$ cat src/rtl/mux_n_input_stream.sv
// -----------------------------------------------------------------------------
// mux_n_input_stream
//
// Packet-aware N:1 stream multiplexer with a one-beat registered output stage.
// A channel is granted either by the `sel` input (MODE=0) or by a round-robin
// search starting after the channel that last completed a packet (MODE=1).
// Once the first beat of a multi-beat packet has been accepted, the grant is
// locked to that channel until its last beat is transferred, so packets from
// different channels never interleave on the output.
//
// Handshake: a beat moves across a port on a rising clk edge where that
// port's valid and ready are both 1. Valid does not wait for ready, and ready
// may be high while valid is low. Only the granted channel can see ready=1.
// The output register can accept a new beat when it is empty or is being
// popped in the same cycle. This gives one beat per cycle at full throughput.
//
// Ports
//   clk        in   1        clock, rising-edge
//   reset_n    in   1        synchronous active-low reset
//   in_data    in   N*WIDTH  channel i at [i*WIDTH +: WIDTH]
//   in_valid   in   N        per-channel beat valid
//   in_last    in   N        per-channel last beat of packet
//   in_ready   out  N        per-channel ready (one-hot or zero)
//   sel        in   SW       requested channel (MODE=0 only)
//   out_data   out  WIDTH    registered beat data
//   out_last   out  1        registered last flag
//   out_chan   out  SW       source channel of the held beat
//   out_valid  out  1        output register holds a beat
//   out_ready  in   1        downstream accepts the held beat
//   dbg_state  out  1        FSM state (0 = IDLE, 1 = LOCKED)
// -----------------------------------------------------------------------------
module mux_n_input_stream #(
    parameter int WIDTH = 4,
    parameter int N     = 4,
    parameter int MODE  = 0,
    localparam int SW   = $clog2(N)
) (
    input  logic               clk,
    input  logic               reset_n,
    input  logic [N*WIDTH-1:0] in_data,
    input  logic [N-1:0]       in_valid,
    input  logic [N-1:0]       in_last,
    output logic [N-1:0]       in_ready,
    input  logic [SW-1:0]      sel,
    output logic [WIDTH-1:0]   out_data,
    output logic               out_last,
    output logic [SW-1:0]      out_chan,
    output logic               out_valid,
    input  logic               out_ready,
    output logic               dbg_state
);

    typedef enum logic {
        IDLE   = 1'b0,
        LOCKED = 1'b1
    } state_e;

    state_e           state_q, state_d;
    logic [SW-1:0]    lock_chan_q, lock_chan_d;
    logic [SW-1:0]    ptr_q, ptr_d;

    logic             out_valid_q, out_valid_d;
    logic [WIDTH-1:0] out_data_q, out_data_d;
    logic             out_last_q, out_last_d;
    logic [SW-1:0]    out_chan_q, out_chan_d;

    logic             grant_valid;
    logic [SW-1:0]    grant_chan;
    logic             can_load;
    logic             xfer;
    logic             pop;
    logic [WIDTH-1:0] grant_data;
    logic             grant_last;

    // -------------------------------------------------------------------------
    // Grant selection. LOCKED always wins so a packet in flight cannot be
    // interrupted by sel changes or by other channels becoming valid.
    // -------------------------------------------------------------------------
    always_comb begin
        grant_valid = 1'b0;
        grant_chan  = '0;
        if (state_q == LOCKED) begin
            grant_valid = 1'b1;
            grant_chan  = lock_chan_q;
        end else if (MODE == 0) begin
            // When N is not a power of two, sel can encode a non-existent channel.
            if (32'(sel) < N) begin
                grant_valid = 1'b1;
                grant_chan  = sel;
            end
        end else begin
            // Walk from the farthest candidate (ptr+N) down to the nearest
            // (ptr+1). The nearest valid channel is written last, so it wins
            // without a break or a found flag.
            for (int k = N; k >= 1; k--) begin
                logic [SW-1:0] cand;
                cand = SW'((int'(ptr_q) + k) % N);
                if (in_valid[cand]) begin
                    grant_valid = 1'b1;
                    grant_chan  = cand;
                end
            end
        end
    end

    // Ready depends only on our own state, sel/in_valid and out_ready.
    assign can_load = !out_valid_q || out_ready;

    always_comb begin
        in_ready = '0;
        if (reset_n && grant_valid && can_load) begin
            in_ready[grant_chan] = 1'b1;
        end
    end

    assign xfer       = |(in_ready & in_valid);
    assign pop        = out_valid_q && out_ready;
    assign grant_data = in_data[int'(grant_chan)*WIDTH +: WIDTH];
    assign grant_last = in_last[grant_chan];

    // -------------------------------------------------------------------------
    // Output register next state. A load has priority over a pop, because a
    // load in the same cycle as a pop replaces the beat that leaves.
    // -------------------------------------------------------------------------
    always_comb begin
        out_valid_d = out_valid_q;
        out_data_d  = out_data_q;
        out_last_d  = out_last_q;
        out_chan_d  = out_chan_q;
        if (xfer) begin
            out_valid_d = 1'b1;
            out_data_d  = grant_data;
            out_last_d  = grant_last;
            out_chan_d  = grant_chan;
        end else if (pop) begin
            out_valid_d = 1'b0;
        end
    end

    // -------------------------------------------------------------------------
    // Packet lock FSM and round-robin pointer.
    // -------------------------------------------------------------------------
    always_comb begin
        state_d     = state_q;
        lock_chan_d = lock_chan_q;
        ptr_d       = ptr_q;
        case (state_q)
            IDLE: begin
                if (xfer && !grant_last) begin
                    state_d     = LOCKED;
                    lock_chan_d = grant_chan;
                end
            end
            LOCKED: begin
                if (xfer && grant_last) begin
                    state_d = IDLE;
                end
            end
            default: state_d = IDLE;
        endcase
        // The pointer marks the channel that finished most recently. The next
        // search therefore starts just past it.
        if (MODE == 1 && xfer && grant_last) begin
            ptr_d = grant_chan;
        end
    end

    always_ff @(posedge clk) begin
        if (!reset_n) begin
            state_q     <= IDLE;
            lock_chan_q <= '0;
            ptr_q       <= SW'(N - 1);
            out_valid_q <= 1'b0;
            out_data_q  <= '0;
            out_last_q  <= 1'b0;
            out_chan_q  <= '0;
        end else begin
            state_q     <= state_d;
            lock_chan_q <= lock_chan_d;
            ptr_q       <= ptr_d;
            out_valid_q <= out_valid_d;
            out_data_q  <= out_data_d;
            out_last_q  <= out_last_d;
            out_chan_q  <= out_chan_d;
        end
    end

    assign out_valid = out_valid_q;
    assign out_data  = out_data_q;
    assign out_last  = out_last_q;
    assign out_chan  = out_chan_q;
    assign dbg_state = (state_q == LOCKED);

endmodule

$ cat config.mk
export PLATFORM = sky130hd
export DESIGN_NAME = mux_n_input_stream
export DESIGN_NICKNAME = d
export VERILOG_FILES = /design/src/rtl/mux_n_input_stream.sv
export SDC_FILE = /design/constraint.sdc
export NUM_CORES = 1
export LEC_CHECK = 0
export BUFFER_PORTS_ARGS = -buffer_cell sky130_fd_sc_hd__buf_4
export CORE_MARGIN = 2
export CORE_UTILIZATION = 43
export CTS_CLUSTER_DIAMETER = 50
export DETAILED_ROUTE_END_ITERATION = 12
export MAX_ROUTING_LAYER = met4
export PLACE_DENSITY = 0.83
export SETUP_SLACK_MARGIN = 0.2
export SYNTH_ARGS = -nofsm -noshare
export SYNTH_HDL_FRONTEND = slang
export SYNTH_SLANG_ARGS = --single-unit
$ cat constraint.sdc
create_clock -name clk -period 2.5 [get_ports clk]
set_clock_uncertainty 0.15 [all_clocks]
set_input_delay 0.125 -clock clk [delete_from_list [all_inputs] [get_ports clk]]
set_output_delay 0.125 -clock clk [all_outputs]
set_load 0.03 [all_outputs]
==> results of run 1 <==
==> worst max-delay path, stage by stage, from the launching register on <==
cell	delay (ps)
dfxtp_1	490
mux2i_2	450
nand3b_1	340
nor2_1	90
buf_4	180
==> flip-flops by register name (all words and copies together), names as in the netlist <==
name         flops
out_last         1
out_data         4
out_chan         2
dbg_state        1
out_valid        1
lock_chan_q      2
==> metal layers <==
metal	up-vias	part of all wire	wire (um)	track usage
met4	0	0.022	42	0.1143
met5	-	0	0	-
li1	372	-	-	-
met1	355	0.44	846	0.2370
met3	4	0.039	76	0.01569
met2	25	0.50	970	0.3361
==> worst max-delay path by stage <==
stage / end / from / cells after the start / slack, ps
floorplan: out_last / dbg_state / 5 / 250
global placement: out_last / dbg_state / 5 / 490
detailed placement: lock_chan_q[1] / dbg_state / 5 / 380
CTS: lock_chan_q[1] / dbg_state / 5 / 330
global route: out_last / dbg_state / 5 / 290
finish: in_ready[2] / dbg_state / 4 / 400
==> power groups by stage <==
stage / registers (W) / logic (W) / clock network, W
6_report: 0.000211 / 0.000242 / 0.000118
5_1_grt: 0.000214 / 0.000257 / 0.000130
4_1_cts: 0.000211 / 0.000242 / 0.000122
3_5_place_dp: 0.000215 / 0.000240 / 0
3_3_place_gp: 0.000215 / 0.000234 / 0
2_1_floorplan: 0.000238 / 0.000125 / 0
==> cells in the mapped netlist, drive strengths merged <==
library cell   n
a32o           1
nor3b          1
o221a          1
a21boi         1
a22oi          1
o31ai          1
clkbuf         1
nand4          1
nand2b         1
o221ai         1
nor4bb         1
nand3b         1
nor2           6
buf            1
a31oi          1
nand2          4
nand3          2
o21a           1
inv            4
o21ai          1
dfxtp         11
nor2b          5
o211a          2
nand4bb        1
o22ai          1
and3b          1
mux2i         22
==> cells by family (layout without fill, tap and decap cells) <==
kind of cell,after synthesis,after routing
AO/OA/AOI/OAI,12,12
buffers and inverters,6,53
flip-flops,11,11
multiplexers,22,22
AND/OR/NAND/NOR,24,24
==> cell type report <==
cell class | instances | area (um^2)
Fill cell | 152 | 559.3
Tap cell | 25 | 31.28
Inverter | 4 | 15.01
Multi-Input combinational cell | 58 | 518.0
Sequential cell | 11 | 220.2
Timing Repair Buffer | 45 | 337.8
Clock buffer | 4 | 26.28
==> through the flow <==
stage          cell area (um^2)  utilization  std cells  total power [W]
2_1_floorplan             764.5            -         75        0.0003634
3_3_place_gp               1119       0.6549        143        0.0004489
3_5_place_dp               1119       0.6549        143        0.0004551
4_1_cts                    1145       0.6703        147        0.0005742
5_1_grt                    1149       0.6725        147        0.0006010
6_report                   1149       0.6725        147        0.0005711
==> metrics, run 1 <==
Lkg Pwr roughly 0.57 nW; CTS Sinks 11; cell area after synthesis 764.5 um^2; H-tree levels 1; combinational share of power 0.423; Area growth syn-to-layout 50.25%; post-synth cell types 30; CP endpoint kind output port; commonest cells after routing, fill and taps aside buf_4 (45), mux2i_1 (19), dfxtp_1 (11); largest family of logic cells by synthesized area multiplexers; FF+latch count, synth 11; actual slew at the worst max-slew pin a little under 400 ps; share of layout cells above drive strength 1 0.4508; status finished clean; Clock Pin Slew Worst Setup and Hold Paths 70 ps; Arrival @ worst endpoint 1830 ps; Die Wd roughly 46 um; drt wl/cell 13.17 um; die boundary height 46.17 um; Crit Path Max Fanout 5; R2R Path End out_last; Mapped Cells 75; Syn Nets 104; Nets 152; switching share of power 0.3421; Place WS between 300 and 400 ps; num ports 42; hold_ws 20.58 ps; crit path time final roughly 2100 ps; Clk pwr share 0.207; Synth Warn # 0; FF-to-FF path depth 5; Total Routing Usage GR 0.2021; Residual DRC 0; vias per cell 5.143; CTS buffer count 3; Max-Cap Viols 0; post-route setup TNS 0 ps; CTS Hold Bufs 0; Hold Fails Final Rpt 0; Core Box Area roughly 1700 um^2; CP required between 2000 and 2500 ps; Power Dens Cells 497.2 nW/um^2; multiplexer share of the synthesized area 0.3093; clock buffer depth 2; Compound-Gate Fraction of Synth Area 0.1457; Starting Density 0.4476; Total Die Area 2131 um^2; Hold Crit Class primary input to flip-flop; Area contributors post-synth dfxtp_1 (29%), mux2i_1 (26%), nor2b_1 (4.1%); IO Port Bufs 41; CTS Root Cell clkbuf_4; detailed placement HPWL roughly 1.6 mm; Post-Synth XOR/XNOR Area 0; register area share after synthesis 0.2881; fin crit share 0.8406; Routed Wire Length 1.936 mm; hold_sp reset_n; PnR worst setup slack roughly 400 ps; synthesized area per cell 10.19 um^2; r2r startpoint dbg_state; Synth Area in Simple Gates 0.2177; first-pass GRT wire length 2.973 mm; Final Slew Violations 0; post-CTS setup buffer count 0; Final GP Congestion 0.7413; RSZ-0062 raised after global routing false; reg2reg setup slack 400 ps; CTS tree yes; first-pass iteration count of the detailed router 4; FP Rows 15; Worst Hold End out_last; IR drop worst, VDD around 0.42 mV; hold path depth 2; Reg power frac 0.370; initial DRC count 8; Worst Setup Path Type flip-flop to output port; Worst-Skew Late Latency 260 ps; Post-DRT Antenna Nets 0; Max Clock Freq 475.9 MHz; most common cell after layout, fill and taps aside buf_4; total gr overflow 0; net switching power between 0.00015 and 0.0002 W; crit path launch type flip-flop; Slew HR 0.7293; initial antenna violation count 0; via count 756; post-synthesis adder-cell area fraction 0; antenna diode count 0; largest net degree at the start of global routing 14; Yosys top cell area share 0.2881; Int Power 0.0003757 W; PostCTS Resize Cnt 0; dominant cell type by area after synthesis dfxtp_1; vias in the first global route 728; Final setup viols 0
Note: power is estimated with default switching activity, not from simulation.
==> run 2: changes to the inputs <==
ABC_AREA = 1   (was default)
clock period = 2.2 ns   (was 2.5 ns; I/O delays follow)
==> metrics, run 2 <==
status finished clean; FP Rows 15; Area contributors post-synth dfxtp_1 (29%), nand2_1 (14%), nor2_1 (9.4%); Reg power frac 0.302; CTS tree yes; Crit Path Max Fanout 9; FF+latch count, synth 11; Lkg Pwr roughly 0.56 nW; combinational share of power 0.538; total power 0.0008696 W; top_reg_cell synth dfxtp_1; hold_ws 42.37 ps; post-route setup TNS 0 ps; Hold Fails Final Rpt 0; post-CTS setup buffer count 0; initial DRC count 20; antenna diode count 0; Max Clock Freq 533.2 MHz; Slew HR 0.8177; Final Slew Violations 0; CP endpoint kind output port; max reg flops 4; crit-path cells dlygate4sd3_1 > buf_4 > inv_2 > a21oi_4 > inv_1 > nor3_1 > buf_4; Worst-Skew Late Latency 270 ps; Residual DRC 0; register area share after synthesis 0.2904; commonest cells after routing, fill and taps aside buf_4 (41), nand2_1 (28), nor2_1 (19); top-count cell post-synth nand2_1; crit path launch type primary input; first-pass iteration count of the detailed router 4; vias in the first global route 819; Int Power 0.0004814 W; Slowest cell on crit path dlygate4sd3_1; Clk pwr share 0.160; Hold Crit Class primary input to flip-flop; Syn Nets 141; Async SR Flop Fraction 0; EDFF count, synth 0; IR drop worst, VDD 0.6045 mV; hold_sp in_data[10]; Max-Cap Viols 0; Worst Setup SP reset_n; synthesized area per cell 6.770 um^2; CTS Sinks 11; Nets 188; Die Wd approximately 46 um; most common cell after layout, fill and taps aside buf_4; clock buffer depth 2; Area growth syn-to-layout 49.51%; RSZ-0062 raised after global routing false; fin util 0.6711; actual slew at the worst max-slew pin roughly 270 ps; fin crit share 0.8526; drt wl/cell roughly 12 um; num ports 42; net switching power between 0.0003 and 0.0004 W; die boundary height 45.99 um; switching share of power 0.4463; Starting Density 0.4489; Total Routing Usage GR 0.2373; Mapped Cells between 100 and 150; detailed placement HPWL 1.692 mm; CTS Root Cell clkbuf_4; max incr delay on CP 550 ps; Synth Warn # 0; share of layout cells above drive strength 1 0.4304; critical path's top delay family buffers and inverters; Arrival @ worst endpoint 1620 ps; vias per cell approximately 5.1; first-pass GRT wire length 3.463 mm; Total Die Area roughly 2100 um^2; Yosys top cell area share 0.2904; r2r startpoint dbg_state; Post-DRT Antenna Nets 0; crit path time final 1876 ps; Most common cell on crit path buf_4; post-synth cell types 18; Power Dens Cells roughly 770 nW/um^2; Final GP Congestion 0.7909; Core Box Area 1689 um^2; CTS buffer count 3; Worst Setup Path Type primary input to output port; initial antenna violation count 0; total gr overflow 0; IO Port Bufs 41; H-tree levels 1; Final setup viols 0; cell area after synthesis 758.2 um^2; largest net degree at the start of global routing 10; post-route cell area 1134 um^2; CP required roughly 1900 ps; Routed Wire Length 2.124 mm; Clock Pin Slew Worst Setup and Hold Paths about 70 ps; WP buf/inv 5; dominant cell type by area after synthesis dfxtp_1; commonest cells in the netlist nand2_1 (28), nor2_1 (19), dfxtp_1 (11), nand2_2 (7), nand3_1 (7); via count 884; placed cell areas 1080 um^2
run 2: cell types whose count changed in the layout (fill, tap and decap cells not counted), moves of 5 or more:
| cell | change |
|---|---|
| mux2i_1 | -19 |
| nand2_1 | +24 |
| nand2_2 | +7 |
| nand3_1 | +6 |
| nor2_1 | +13 |
| nor2_4 | +5 |
| nor2b_1 | -5 |
run 2: power by group through the flow:
| stage | registers [W] | clock network [W] | logic [W] |
|---|---|---|---|
| after floorplan | 0.000319 | 0 | 0.000264 |
| after global placement | 0.000265 | 0 | 0.000454 |
| after detailed placement | 0.000266 | 0 | 0.000462 |
| after CTS | 0.000262 | 0.000141 | 0.000467 |
| after global routing | 0.000268 | 0.000145 | 0.000514 |
| final | 0.000263 | 0.000139 | 0.000468 |
run 2: metrics by stage:
step / setup slack (ps) / instances
CTS: 295.9 / 175
floorplan: 325.9 / 112
detailed placement: 477.3 / 169
global route: 211.3 / 175
global placement: 551.1 / 169
finish: 324.4 / 175
run 2: worst reg2reg max path: stages (launching register included):
cell and delay, ps:
dfxtp_1 470, inv_2 110, nand2_2 90, nand2_4 90, nor2_4 170, nand3_2 100, nand2_2 130, inv_2 70
nand2_8 80, nand3_1 70, nand2_1 70, nor2_1 40
run 2: what timing repair did:
action                     4_1_cts  5_1_grt
resized for setup                0        1
hold endpoints to repair         6        0
setup endpoints to repair        0        3
hold buffers                     2        0
run 2: layout make-up:
type | count | area (um^2)
Timing Repair Buffer | 43 | 327.8
Clock buffer | 4 | 26.28
Fill cell | 145 | 555.5
Inverter | 10 | 37.54
Multi-Input combinational cell | 90 | 500.5
Sequential cell | 11 | 220.2
Tap cell | 17 | 21.27
run 2: per-layer routing:
metal	GRT usage	share of wire	wire [um]	vias up
li1	-	-	-	451
met1	0.2799	0.42	888	390
met2	0.4000	0.51	1073	39
met3	0.05159	0.063	133	4
met4	0.06857	0.013	28	0
met5	-	0	0	-
run 2: cells by family (layout without fill, tap and decap cells):
family / after synthesis / in the layout / share of synthesized area
buffers and inverters: 11 / 57 / 0.05940
DFF: 11 / 11 / 0.2904
AOI/OAI and AO/OA: 13 / 13 / 0.1089
and+or+nand+nor: 77 / 77 / 0.5412
run 2: final timing paths:
path | to | depth (start not counted) | slack [ps]
hold reg to reg | out_last | 2 | 330
setup reg to reg | lock_chan_q[0] | 11 | 460
setup / recovery | in_ready[0] | 7 | 320
hold / removal | out_data[2] | 5 | 40
==> run 3: changes to the inputs <==
clock period = 1.8 ns   (was 2.2 ns; I/O delays follow)
==> metrics, run 3 (same netlist as run 2, synthesis figures left out) <==
Routed Wire Length 2.651 mm; crit path launch type flip-flop; vias per cell 5.296; net switching power 0.0005805 W; RSZ-0062 raised after global routing true; violated checks hold timing; FP Rows 15; initial antenna violation count 0; total gr overflow 0; Max Clock Freq 615.9 MHz; Max-Cap Viols 0; Hold Fails Final Rpt 8; CTS buffer count 3; hold_ws -65.71 ps; Power Dens Cells 927.6 nW/um^2; num ports 42; max reg flops 4; detailed placement HPWL 1.587 mm; Die Wd 45.99 um; Layout fillers 98; drt wl/cell 14.03 um; Arrival @ worst endpoint 1650 ps; Hold Crit Class primary input to flip-flop; CTS tree yes; Most common cell on crit path nor2_4; final std cells w/o fill 189; Int Power 0.0007008 W; fin util 0.8178; Nets 202; Final setup viols 0; critical path's top delay family simple AND/OR/NAND/NOR gates; Clk pwr share 0.139; actual slew at the worst max-slew pin 234.6 ps; die boundary height approximately 46 um; Total Routing Usage GR 0.2388; Total Die Area 2115 um^2; CP endpoint kind flip-flop; fin crit share 0.9020; CTS Root Cell clkbuf_4; share of layout cells above drive strength 1 0.5581; commonest cells after routing, fill and taps aside buf_4 (50), nand2_1 (24), nor2_1 (17); Final GP Congestion 0.8312; largest net degree at the start of global routing 10; combinational share of power 0.602; Reg power frac 0.259; antenna diode count 0; WP buf/inv 1; Slowest cell on crit path dfxtp_4; Post-DRT Antenna Nets 0; H-tree levels 1; max incr delay on CP 380 ps; clock buffer depth 2; first-pass iteration count of the detailed router 4; Worst-Skew Late Latency around 280 ps; Starting Density 0.4489; placed cell count 169; Lkg Pwr 0.6585 nW; most common cell after layout, fill and taps aside buf_4; status finished, violations left; CP required 1830 ps; first-pass GRT wire length 3.463 mm; crit-path cells inv_6 > nand2_1 > nand2_4 > nor2_4 > nand3_2 > nand2_4 > nor2_4 > nor2_4 > nor2_1 > nor2_1; CTS Sinks 11; switching share of power 0.4531; Slew HR 0.8430; initial DRC count 11; post-route setup TNS 0 ps; IO Port Bufs 41; vias in the first global route 854; Area growth syn-to-layout 82.18%; crit path time final roughly 1600 ps; via count about 1,000; Core Box Area 1689 um^2; Crit Path Max Fanout 8; Final Slew Violations 0; Residual DRC 0; Clock Pin Slew Worst Setup and Hold Paths 70 ps; IR drop worst, VDD ~0.56 mV; CTS Hold Bufs 3; Worst Setup Path Type flip-flop to flip-flop
[run 3: cell types whose count changed in the layout (fill, tap and decap cells not counted), moves of 3 or more]
cell,change
nor3_1,-4
nand2_4,+5
nor3_2,+3
nand2_1,-4
buf_4,+9
[run 3: final cells by class]
type,count,area (um^2),area share
multi-input combinational,91,610.6,0.4420
timing repair buffer,56,447.9,0.3243
sequential,11,225.2,0.1630
inverter,10,50.05,0.03623
clock buffer,4,26.28,0.01902
tap,17,21.27,0.01540
[run 3: worst reg2reg max path: stages, from the launching register on]
cell	delay [ps]
dfxtp_4	380
inv_6	90
nand2_1	90
nand2_4	140
nor2_4	60
nand3_2	70
nand2_4	80
nor2_4	230
nor2_4	60
nor2_1	110
nor2_1	50
[run 3: stage by stage]
| step | hold slack [ps] | total power, W | cell area (um^2) | setup slack (ps) |
|---|---|---|---|---|
| floorplan | 124.3 | 0.0007258 | 782.0 | 258.8 |
| global placement | 216.0 | 0.0008924 | 1104 | 258.0 |
| detailed placement | 217.0 | 0.0009051 | 1104 | 197.8 |
| CTS | -55.45 | 0.001121 | 1212 | 202.6 |
| global route | -59.64 | 0.001340 | 1381 | 82.49 |
| finish | -65.71 | 0.001281 | 1381 | 176.3 |
[run 3: final timing paths]
check,startpoint,endpoint,slack [ps],cells past startpoint
worst max-delay path,dbg_state,lock_chan_q[0],180,10
worst min-delay path,reset_n,dbg_state,-70,3
worst max register to register,dbg_state,lock_chan_q[0],180,10
worst min register to register,out_last,out_last,340,2
[run 3: power by group through the flow]
stage                     sequential (W)  clock, W  combinational, W
after detailed placement        0.000327         0          0.000578
after CTS                       0.000324  0.000175          0.000623
after floorplan                 0.000392         0          0.000334
final                           0.000332  0.000178          0.000771
after global routing            0.000336  0.000186          0.000817
after global placement          0.000325         0          0.000567
[run 3: per-layer routing]
metal,vias to the layer above,GRT usage,part of all wire,wire [um]
met5,-,-,0,0
li1,484,-,-,-
met1,471,0.2458,0.40,1055
met2,42,0.4306,0.53,1410
met3,4,0.07143,0.055,147
met4,0,0.06857,0.014,37
[run 3: repair_timing]
item	CTS	global route
hold endpoints to repair	11	7
pin swaps	5	19
endpoints found under the setup margin	7	14
buffers inserted	3	9
gates cloned	0	1
resized for setup	4	23
